$ cat config.mk
export PLATFORM = sky130hd
export DESIGN_NAME = port_ingress_buffer_flat
export DESIGN_NICKNAME = d
export VERILOG_FILES = /design/src/rtl/port_ingress_buffer_if.sv /design/src/rtl/port_ingress_buffer.sv /design/src/flat_wrapper.sv
export SDC_FILE = /design/constraint.sdc
export NUM_CORES = 2
export LEC_CHECK = 0
export ABC_AREA = 1
export CAP_MARGIN = 5
export CORE_MARGIN = 2
export CORE_UTILIZATION = 45
export CTS_CLUSTER_SIZE = 30
export DETAILED_ROUTE_END_ITERATION = 8
export DONT_BUFFER_PORTS = 1
export SLEW_MARGIN = 20
export SYNTH_ARGS = -nofsm -noshare
export SYNTH_HDL_FRONTEND = slang
export SYNTH_SLANG_ARGS = --single-unit
$ cat constraint.sdc
create_clock -name clk -period 11.5 [get_ports clk]
set_input_delay 2.3 -clock clk [delete_from_list [all_inputs] [get_ports clk]]
set_output_delay 2.3 -clock clk [all_outputs]
set_load 0.02 [all_outputs]
$ cat src/rtl/port_ingress_buffer_if.sv
// -----------------------------------------------------------------------------
// port_ingress_buffer_if
// Bundles the two handshakes that go through one ingress port:
//   host side   : in_valid / in_ready / in_rx_port / in_data (write into FIFO)
//   fabric side : slot_start / grant from scheduler+arbiter,
//                 port_out / req_valid to the sorting network
// master = host/scheduler driver, slave = the ingress buffer.
// -----------------------------------------------------------------------------
interface port_ingress_buffer_if #(
  parameter int DATA_WIDTH = 128,
  parameter int PORT_NUB   = 16
);
  localparam int PW         = $clog2(PORT_NUB);
  localparam int WIDTH_PORT = 2*PW + DATA_WIDTH;

  logic                  in_valid;
  logic                  in_ready;
  logic [PW-1:0]         in_rx_port;
  logic [DATA_WIDTH-1:0] in_data;
  logic                  slot_start;
  logic                  grant;
  logic [WIDTH_PORT-1:0] port_out;
  logic                  req_valid;

  modport master (
    output in_valid, in_rx_port, in_data, slot_start, grant,
    input  in_ready, port_out, req_valid
  );

  modport slave (
    input  in_valid, in_rx_port, in_data, slot_start, grant,
    output in_ready, port_out, req_valid
  );
endinterface

$ cat src/rtl/port_ingress_buffer.sv
// -----------------------------------------------------------------------------
// port_ingress_buffer
// Per-input-port ingress stage of the switching fabric. Host writes land in a
// FIFO of {rx_port, data}; each switching slot the head is offered to the
// sorting network as {rx_port, PORT_ID, data} and held until granted. With
// nothing to offer, a self-addressed idle word {PORT_ID, PORT_ID, 0} is driven.
//
// Ports:
//   clk, rst_n  : fabric clock, synchronous active-low reset
//   bus (slave) : host write handshake + slot/grant/port_out/req_valid
//   fifo_count  : current FIFO occupancy (registered)
//   drop_err    : one-cycle pulse after a loopback write was discarded
//   stall_cnt   : slots lost by the current head packet, saturating at 255
// -----------------------------------------------------------------------------
module port_ingress_buffer #(
  parameter  int DATA_WIDTH = 128,
  parameter  int PORT_NUB   = 16,
  parameter  int PORT_ID    = 0,
  parameter  int FIFO_DEPTH = 8,
  localparam int PW         = $clog2(PORT_NUB),
  localparam int CW         = $clog2(FIFO_DEPTH) + 1,
  localparam int WIDTH_PORT = 2*PW + DATA_WIDTH
) (
  input  logic                         clk,
  input  logic                         rst_n,
  port_ingress_buffer_if.slave         bus,
  output logic [CW-1:0]                fifo_count,
  output logic                         drop_err,
  output logic [7:0]                   stall_cnt
);

  localparam int                    PTRW     = CW - 1;
  localparam int                    EW       = PW + DATA_WIDTH;
  localparam logic [PW-1:0]         MY_ID    = PW'(PORT_ID);
  localparam logic [WIDTH_PORT-1:0] IDLE_PKT = {MY_ID, MY_ID, {DATA_WIDTH{1'b0}}};

  typedef enum logic {S_IDLE, S_OFFER} state_t;

  // Storage and pointers
  logic [EW-1:0]         r_mem [FIFO_DEPTH];
  logic [PTRW-1:0]       r_wr_ptr, r_rd_ptr;
  logic [CW-1:0]         r_count;
  logic                  r_drop_err;

  // Offer FSM
  state_t                r_state;
  logic [WIDTH_PORT-1:0] r_port_out;
  logic                  r_req_valid;
  logic [7:0]            r_stall;

  logic                  w_in_ready;
  logic                  w_push;
  logic                  w_loopback;
  logic                  w_store;
  logic                  w_pop;
  logic [PTRW-1:0]       w_rd_nxt;

  // Insert tx_port between destination and payload.
  function automatic logic [WIDTH_PORT-1:0] fmt(input logic [EW-1:0] e);
    return {e[EW-1:DATA_WIDTH], MY_ID, e[DATA_WIDTH-1:0]};
  endfunction

  // Gated by rst_n so no write completes during reset.
  assign w_in_ready = (r_count != CW'(FIFO_DEPTH)) && rst_n;
  assign w_push     = bus.in_valid && w_in_ready;
  // A loopback write completes its handshake but is never stored.
  assign w_loopback = (bus.in_rx_port == MY_ID);
  assign w_store    = w_push && !w_loopback;
  // The offered packet stays in the FIFO until granted, so OFFER implies count >= 1.
  assign w_pop      = (r_state == S_OFFER) && bus.grant;
  assign w_rd_nxt   = r_rd_ptr + 1'b1;

  // FIFO array: no reset needed, contents are qualified by r_count.
  always_ff @(posedge clk) begin
    if (w_store) r_mem[r_wr_ptr] <= {bus.in_rx_port, bus.in_data};
  end

  always_ff @(posedge clk) begin
    if (!rst_n) begin
      r_wr_ptr   <= '0;
      r_rd_ptr   <= '0;
      r_count    <= '0;
      r_drop_err <= 1'b0;
    end else begin
      if (w_store) r_wr_ptr <= r_wr_ptr + 1'b1;
      if (w_pop)   r_rd_ptr <= w_rd_nxt;
      r_count    <= r_count + CW'(w_store) - CW'(w_pop);
      r_drop_err <= w_push && w_loopback;
    end
  end

  // Decisions use the registered count, so a packet pushed this cycle is
  // not visible to a slot_start in the same cycle.
  always_ff @(posedge clk) begin
    if (!rst_n) begin
      r_state     <= S_IDLE;
      r_port_out  <= IDLE_PKT;
      r_req_valid <= 1'b0;
      r_stall     <= 8'd0;
    end else begin
      case (r_state)
        S_IDLE: begin
          if (bus.slot_start && (r_count != '0)) begin
            r_port_out  <= fmt(r_mem[r_rd_ptr]);
            r_req_valid <= 1'b1;
            r_state     <= S_OFFER;
          end
        end
        S_OFFER: begin
          if (bus.grant) begin
            r_stall <= 8'd0;
            // Back-to-back: new slot opens as the head leaves; the next entry
            // is already in the array because it was counted last cycle.
            if (bus.slot_start && (r_count > CW'(1))) begin
              r_port_out <= fmt(r_mem[w_rd_nxt]);
            end else begin
              r_port_out  <= IDLE_PKT;
              r_req_valid <= 1'b0;
              r_state     <= S_IDLE;
            end
          end else if (bus.slot_start) begin
            if (r_stall != 8'hFF) r_stall <= r_stall + 8'd1;
          end
        end
        default: begin
          r_state     <= S_IDLE;
          r_port_out  <= IDLE_PKT;
          r_req_valid <= 1'b0;
        end
      endcase
    end
  end

  assign bus.in_ready  = w_in_ready;
  assign bus.port_out  = r_port_out;
  assign bus.req_valid = r_req_valid;
  assign fifo_count    = r_count;
  assign drop_err      = r_drop_err;
  assign stall_cnt     = r_stall;

endmodule

$ cat src/flat_wrapper.sv
// flat-port wrapper written by rule: the top's interface ports become plain ports
module port_ingress_buffer_flat 
#(
  parameter  int DATA_WIDTH = 128,
  parameter  int PORT_NUB   = 16,
  parameter  int PORT_ID    = 0,
  parameter  int FIFO_DEPTH = 8,
  localparam int PW         = $clog2(PORT_NUB),
  localparam int CW         = $clog2(FIFO_DEPTH) + 1,
  localparam int WIDTH_PORT = 2*PW + DATA_WIDTH
)
  (clk, rst_n, fifo_count, drop_err, stall_cnt, bus_in_valid, bus_in_rx_port, bus_in_data, bus_slot_start, bus_grant, bus_in_ready, bus_port_out, bus_req_valid);
  port_ingress_buffer_if #(.DATA_WIDTH(DATA_WIDTH), .PORT_NUB(PORT_NUB)) bus_i ();
  input  logic clk;
  input  logic rst_n;
  output logic [CW-1:0] fifo_count;
  output logic drop_err;
  output logic [7:0] stall_cnt;
  input wire logic [$bits(bus_i.in_valid)-1:0] bus_in_valid;
  input wire logic [$bits(bus_i.in_rx_port)-1:0] bus_in_rx_port;
  input wire logic [$bits(bus_i.in_data)-1:0] bus_in_data;
  input wire logic [$bits(bus_i.slot_start)-1:0] bus_slot_start;
  input wire logic [$bits(bus_i.grant)-1:0] bus_grant;
  output wire logic [$bits(bus_i.in_ready)-1:0] bus_in_ready;
  output wire logic [$bits(bus_i.port_out)-1:0] bus_port_out;
  output wire logic [$bits(bus_i.req_valid)-1:0] bus_req_valid;
  assign bus_i.in_valid = bus_in_valid;
  assign bus_i.in_rx_port = bus_in_rx_port;
  assign bus_i.in_data = bus_in_data;
  assign bus_i.slot_start = bus_slot_start;
  assign bus_i.grant = bus_grant;
  assign bus_in_ready = bus_i.in_ready;
  assign bus_port_out = bus_i.port_out;
  assign bus_req_valid = bus_i.req_valid;
  port_ingress_buffer #(.DATA_WIDTH(DATA_WIDTH), .PORT_NUB(PORT_NUB), .PORT_ID(PORT_ID), .FIFO_DEPTH(FIFO_DEPTH)) u_core (.clk(clk), .rst_n(rst_n), .bus(bus_i), .fifo_count(fifo_count), .drop_err(drop_err), .stall_cnt(stall_cnt));
endmodule
# After elaboration in Yosys (flattened, before gate mapping)

Memory sizes are Yosys's and may differ from the RTL's. A register that Yosys moved wholly into a read port is not among the register bits.
Index checks and enable logic that the tools add are counted.

Flip-flop bits (word level): 157
Bits in writable memories: 1,056
Bits of input ports: 137
Output and inout bits: 151
Word-level logic and storage cells: 55
Memories: 1

Add/sub/neg operators: 5
$lt $le $gt $ge: 1
Eq/ne operators: 5
Multiplexer cells: 19
Bitwise logic cells: 1
Reduce and logical (&&, ||, !) cells: 15

Memory list:

| name         | depth | bits a word | rd ports | clocked after memory_dff | wr ports | line                      | source |
|---|---|---|---|---|---|---|---|
| u_core.r_mem | 8     | 132         | 2        | 1                        | 1        | port_ingress_buffer.sv:40 | `logic [EW-1:0] r_mem [FIFO_DEPTH];` |

Operators by type and width:

| operator                                                                | count |
|---|---|
| 136-bit two-way mux                                                     | 3 |
| 136-bit case mux with 2 select lines                                    | 1 |
| 8-bit two-way mux                                                       | 3 |
| 8-bit by 1-bit adder with 8-bit output, second input constant           | 1 |
| 1-bit two-way mux                                                       | 8 |
| 8-bit inequality test, second input constant                            | 1 |
| 1-bit logical AND                                                       | 7 |
| 3-bit by 1-bit adder with 3-bit output, second input constant           | 2 |
| 3-bit two-way mux                                                       | 2 |
| 3-bit AND reduction                                                     | 2 |
| 4-bit by 1-bit adder with 4-bit output                                  | 1 |
| 4-bit by 1-bit > comparator with 1-bit output, second input constant    | 1 |
| 4-bit zero test                                                         | 1 |
| 2-bit inequality test, second input constant                            | 2 |
| 4-bit inequality test, second input constant                            | 1 |
| 1-bit case mux with 2 select lines                                      | 2 |
| 2-bit nonzero test                                                      | 2 |
| 4-bit nonzero test                                                      | 1 |
| 4-bit by 1-bit subtractor with 4-bit output                             | 1 |
| 2-bit by 1-bit inequality test with 1-bit output, second input constant | 1 |
| 2-bit AND reduction                                                     | 1 |
| 1-bit zero test                                                         | 1 |
| 1-bit inverter                                                          | 1 |

# Longest topological paths before layout

Depth after elaboration: 6
Depth in mapped cells: 12
Depth with buffers taken out: 10

# Worst setup path after synthesis

OpenSTA, ideal clock, no wires.

Path type: input port to flip-flop
Start: input port rst_n
End: memory u_core.r_mem[0][0] (netlist name) (enable)
Setup time: 0.625 ns
Arrival: 8.983 ns
Required time: 10.875 ns
Setup slack: 1.892 ns
Cell stages on the path: 7
Path buffers: 1
Cells stage by stage: buf_2 inv_1 a21oi_1 nand3_1 inv_1 nand2_1 nor2_1

Longest elaborated chain between the ends: 5

Ends and longest elaborated chain:

| item                                    | line                      | source |
|---|---|---|
| start: declaration                      | flat_wrapper.sv:15        | `input logic rst_n;` |
| 1-bit logical AND                       | port_ingress_buffer.sv:64 | `assign w_in_ready = (r_count != CW'(FIFO_DEPTH)) && rst_n;` |
| net bus_in_ready                        | flat_wrapper.sv:24        | `output wire logic [$bits(bus_i.in_ready)-1:0] bus_in_ready;` |
| 1-bit logical AND                       | port_ingress_buffer.sv:65 | `assign w_push = bus.in_valid && w_in_ready;` |
| 1-bit logical AND                       | port_ingress_buffer.sv:68 | `assign w_store = w_push && !w_loopback;` |
| net u_core.w_store                      | port_ingress_buffer.sv:54 | `logic w_store;` |
| 1-bit two-way mux                       | port_ingress_buffer.sv:75 | `if (w_store) r_mem[r_wr_ptr] <= {bus.in_rx_port, bus.in_data};` |
| 1-bit two-way mux (implied by the code) | port_ingress_buffer.sv:75 |  |
| end: declaration                        | port_ingress_buffer.sv:40 |  |

The timed path passes the listed nets, and every way through them passes these cells.

# Worst setup path in the final report

Start: input port rst_n
End: memory u_core.r_mem[7][56] (netlist name) (enable)

Longest elaborated chain between the ends: 5

Ends and longest elaborated chain:

| item                                    | line |
|---|---|
| 1-bit logical AND                       | port_ingress_buffer.sv:64 |
| net bus_in_ready                        | flat_wrapper.sv:24 |
| 1-bit logical AND                       | port_ingress_buffer.sv:65 |
| 1-bit logical AND                       | port_ingress_buffer.sv:68 |
| 1-bit two-way mux                       | port_ingress_buffer.sv:75 |
| 1-bit two-way mux (implied by the code) | port_ingress_buffer.sv:75 |

The timed path passes the listed nets, and every way through them passes these cells.

==> impl_metrics.csv <==
group,metric,value,unit
logic_synthesis,ys_top_cells_by_count,"2939 x nand2_1, 1664 x nand3_1, 1056 x edfxtp_1",
worst_setup_path,required,11.90,ns
clock_network,holdBufCountCts,0,
status,status,"completed",
floorplanning,pin_count,288,
timing,worst_pin_slew,1.18,ns
logic_synthesis,ys.flop_type,"edfxtp_1",
logic_synthesis,synth_cell_types,21,
clock_network,cts_sinks,1212,
power,p_leak,29.6,nW
timing,finalHoldViolCount,0,
clock_network,cts.repair.resized,0,
placement,routabilityCongestion,0.794,
worst_setup_path,cp_data_arrival_time,5.78,ns
timing,fin_skew,0.0364,ns
logic_synthesis,synth_seq_area_share,57.3,%
detailed_routing,drc,0,
timing,rsz0062_at_grt,"no",
global_routing,grt_usage,26.8,%
power,internal_power,8.96,mW
placement,port_buffers,0,
detailed_routing,drt-pass1-iter-count,8,
logic_synthesis,synth_edf_count,1056,
floorplanning,fp.dieH,372,microns
power,ir_worst_vdd,0.189,mV
hold_path,hold_start,"u_core.r_wr_ptr[0]$_SDFFE_PN0P_",
global_routing,antenna_found_initial,2,
timing,finalSetupViolCount,0,
layout,nets,7331,
power,clkPwrFrac,30.1,%
floorplanning,die_area,138000,sq um
power,power_frac_comb,31.3,%
worst_setup_path,slowest_stage,"buf_4",
detailed_routing,vias,50200,
worst_setup_path,startpoint,"rst_n",
detailed_routing,wl_per_cell,20.7,microns
worst_setup_path,max_stage_delay,0.80,ns
logic_synthesis,syn_avg_cell_area,8.15,sq um
global_routing,grt_first_pass_wirelength,286000,microns
logic_synthesis,synth_top_cell_area_share,52.1,%
clock_network,cts-root-buf,"clkbuf_16",
detailed_routing,wirelength,188000,microns
logic_synthesis,synth.area.top_cells,"edfxtp_1 52%, nand2_1 18%, nand3_1 14%, inv_1 5.7%, dfxtp_1 5.1%",
power,switching_share,39.4,%
worst_setup_path,path_delay_family,"buffers and inverters",
worst_setup_path,worstSetupPathType,"input port to register",
detailed_routing,drt-initial-drc-count,5221,
timing,slew_headroom,21.1,%
flow_run,maxCapViolCount,0,
layout,utilization,49.7,%
logic_synthesis,ys_warn_count,0,
clock_network,clk_path_buf_depth,3,
worst_setup_path,critPathBufInv,4,
logic_synthesis,syn_inst,7460,
worst_setup_path,critPathLaunchType,"input port",
hold_path,hp-class,"register to register",
timing,finalSetupTns,0,ns
clock_network,htreeDepth,4,
floorplanning,start_util,45.5,%
placement,dpl.hpwl,91600,microns
logic_synthesis,synth_most_common_cell,"nand2_1",
clock_network,clk_pin_slew,0.06,ns
floorplanning,row_count,134,
clock_network,clk_latency,0.80,ns
global_routing,grt_start_max_net_pins,227,
floorplanning,coreArea,134000,sq um
worst_setup_path,cp-end-kind,"register",
worst_setup_path,crit_chain,"inv_1 -> a21oi_1 -> nand3_1 -> nor2_1 -> inv_1 -> nor2_4 -> buf_4 -> buf_4",
power,p_switching,5.82,mW
logic_synthesis,post-synth-top-area-cell,"edfxtp_1",
timing,period_share,46.8,%
logic_synthesis,ys_ff_latch,1212,
timing,finalMaxSlewViolations,0,
layout,fill_cells,12300,
clock_network,cts_tree,"done",
layout,drive_above_1_share,4.34,%
timing,max_clock_freq,0.186,GHz
worst_setup_path,cp_max_fo,143,
detailed_routing,drt.antenna.violating_nets,0,
global_routing,grt_pass1_vias,48900,
timing,period_minus_slack,5.38,ns
logic_synthesis,synthArstFlopShare,0,%
floorplanning,die_x,372,microns
layout,area_growth,9.30,%
layout,diodes,0,
global_routing,grt_overflow_total,0,
power,pwr-share-seq,38.6,%
clock_network,postCtsSetupBuffers,0,
power,p_per_area,222,nW/um^2
logic_synthesis,syn_area,60800,sq um
clock_network,cts_buffers,140,
detailed_routing,via_per_inst,5.53,
==> cell families after synthesis <==
kind of cell	Yosys count	synth area share [%]
and+or+nand+nor	4636	32.0
AOI/OAI and AO/OA	154	1.27
adders and majority gates	10	0.218
DFF	1212	57.3
other	1	0.00616
xor gates and xnor gates	3	0.0432
buffers and inverters	1444	9.17
==> through the flow <==
step	setup slack (ns)	total power, mW	std cells	area (sq um)	hold slack, ns
3_5_place_dp	5.33	10.3	8809	61900	0.493
4_1_cts	6.17	14.8	9065	66500	0.502
6_report	6.12	14.8	9066	66500	0.505
3_3_place_gp	5.36	10.3	8807	61800	0.495
5_1_grt	6.00	15.6	9066	66500	0.543
2_1_floorplan	1.89	8.98	7463	60800	0.455
==> state kept, by name, summed over array words and instances (netlist names), named ones only <==
register	cells
u_core.bus.port_out	132
u_core.bus.req_valid	1
u_core.drop_err	1
u_core.fifo_count	4
u_core.r_mem	1056
u_core.r_rd_ptr	3
u_core.r_state	1
u_core.r_wr_ptr	3
u_core.stall_cnt	8
==> layout by cell type, fill, tap and decap left out, types with 23 or more instances in the layout <==
cell | netlist | final
edfxtp_1 | 1056 | 1056
clkbuf_1 | 316 | 36
clkinv_2 | 0 | 23
inv_2 | 29 | 26
o21ai_0 | 137 | 137
nor2_1 | 32 | 23
clkbuf_16 | 0 | 141
buf_4 | 4 | 52
nand2_1 | 2939 | 2938
inv_1 | 929 | 927
dfxtp_1 | 156 | 152
nand3_1 | 1664 | 1664
==> worst reg2reg max path, stage by stage, from the launching register on <==
cell and delay (ns):
dfxtp_4 0.73, buf_12 0.72, buf_4 0.80, buf_4 0.87, buf_4 0.95, nand2_1 0.20
nand3_1 0.13, nand3_1 0.13, nand3_1 0.13, nand3_1 0.09, nand2_1 0.09, inv_1 0.03
==> path summary, 6_finish.rpt <==
kind	slack (ns)	endpoint	cells past startpoint
setup / recovery	6.12	u_core.r_mem[7][56]$_DFFE_PP_	8
hold / removal	0.50	u_core.r_wr_ptr[0]$_SDFFE_PN0P_	2
setup reg to reg	6.54	u_core.bus.port_out[79]$_SDFFE_PN0P_	11
hold reg to reg	0.50	u_core.r_wr_ptr[0]$_SDFFE_PN0P_	2
==> metal layers <==
metal  vias to the layer above  wire length [microns]  track usage (%)
met1                     23900                  74900             33.7
met4                         0                   5930             10.2
met2                      2361                  89300             45.1
li1                      23500                      -                -
met5                         -                      0                0
met3                       404                  17800             5.95
==> power groups by stage <==
stage	Clock [mW]	Sequential, mW	Combinational (mW)
2_1_floorplan	0	5.59	3.39
6_report	4.45	5.70	4.63
5_1_grt	4.70	5.74	5.15
3_3_place_gp	0	5.80	4.49
4_1_cts	4.52	5.71	4.57
3_5_place_dp	0	5.80	4.55
==> cell type report <==
type	instances	area, sq um	area share, %
Clock inverter	69	777	1.17
Sequential cell	1212	34800	52.4
Multi-Input combinational cell	4807	20600	30.9
Inverter	959	3640	5.48
Tap cell	1768	2210	3.33
Timing Repair Buffer	64	653	0.982
Clock buffer	187	3800	5.72
Note: power is estimated with default switching activity, not from simulation.
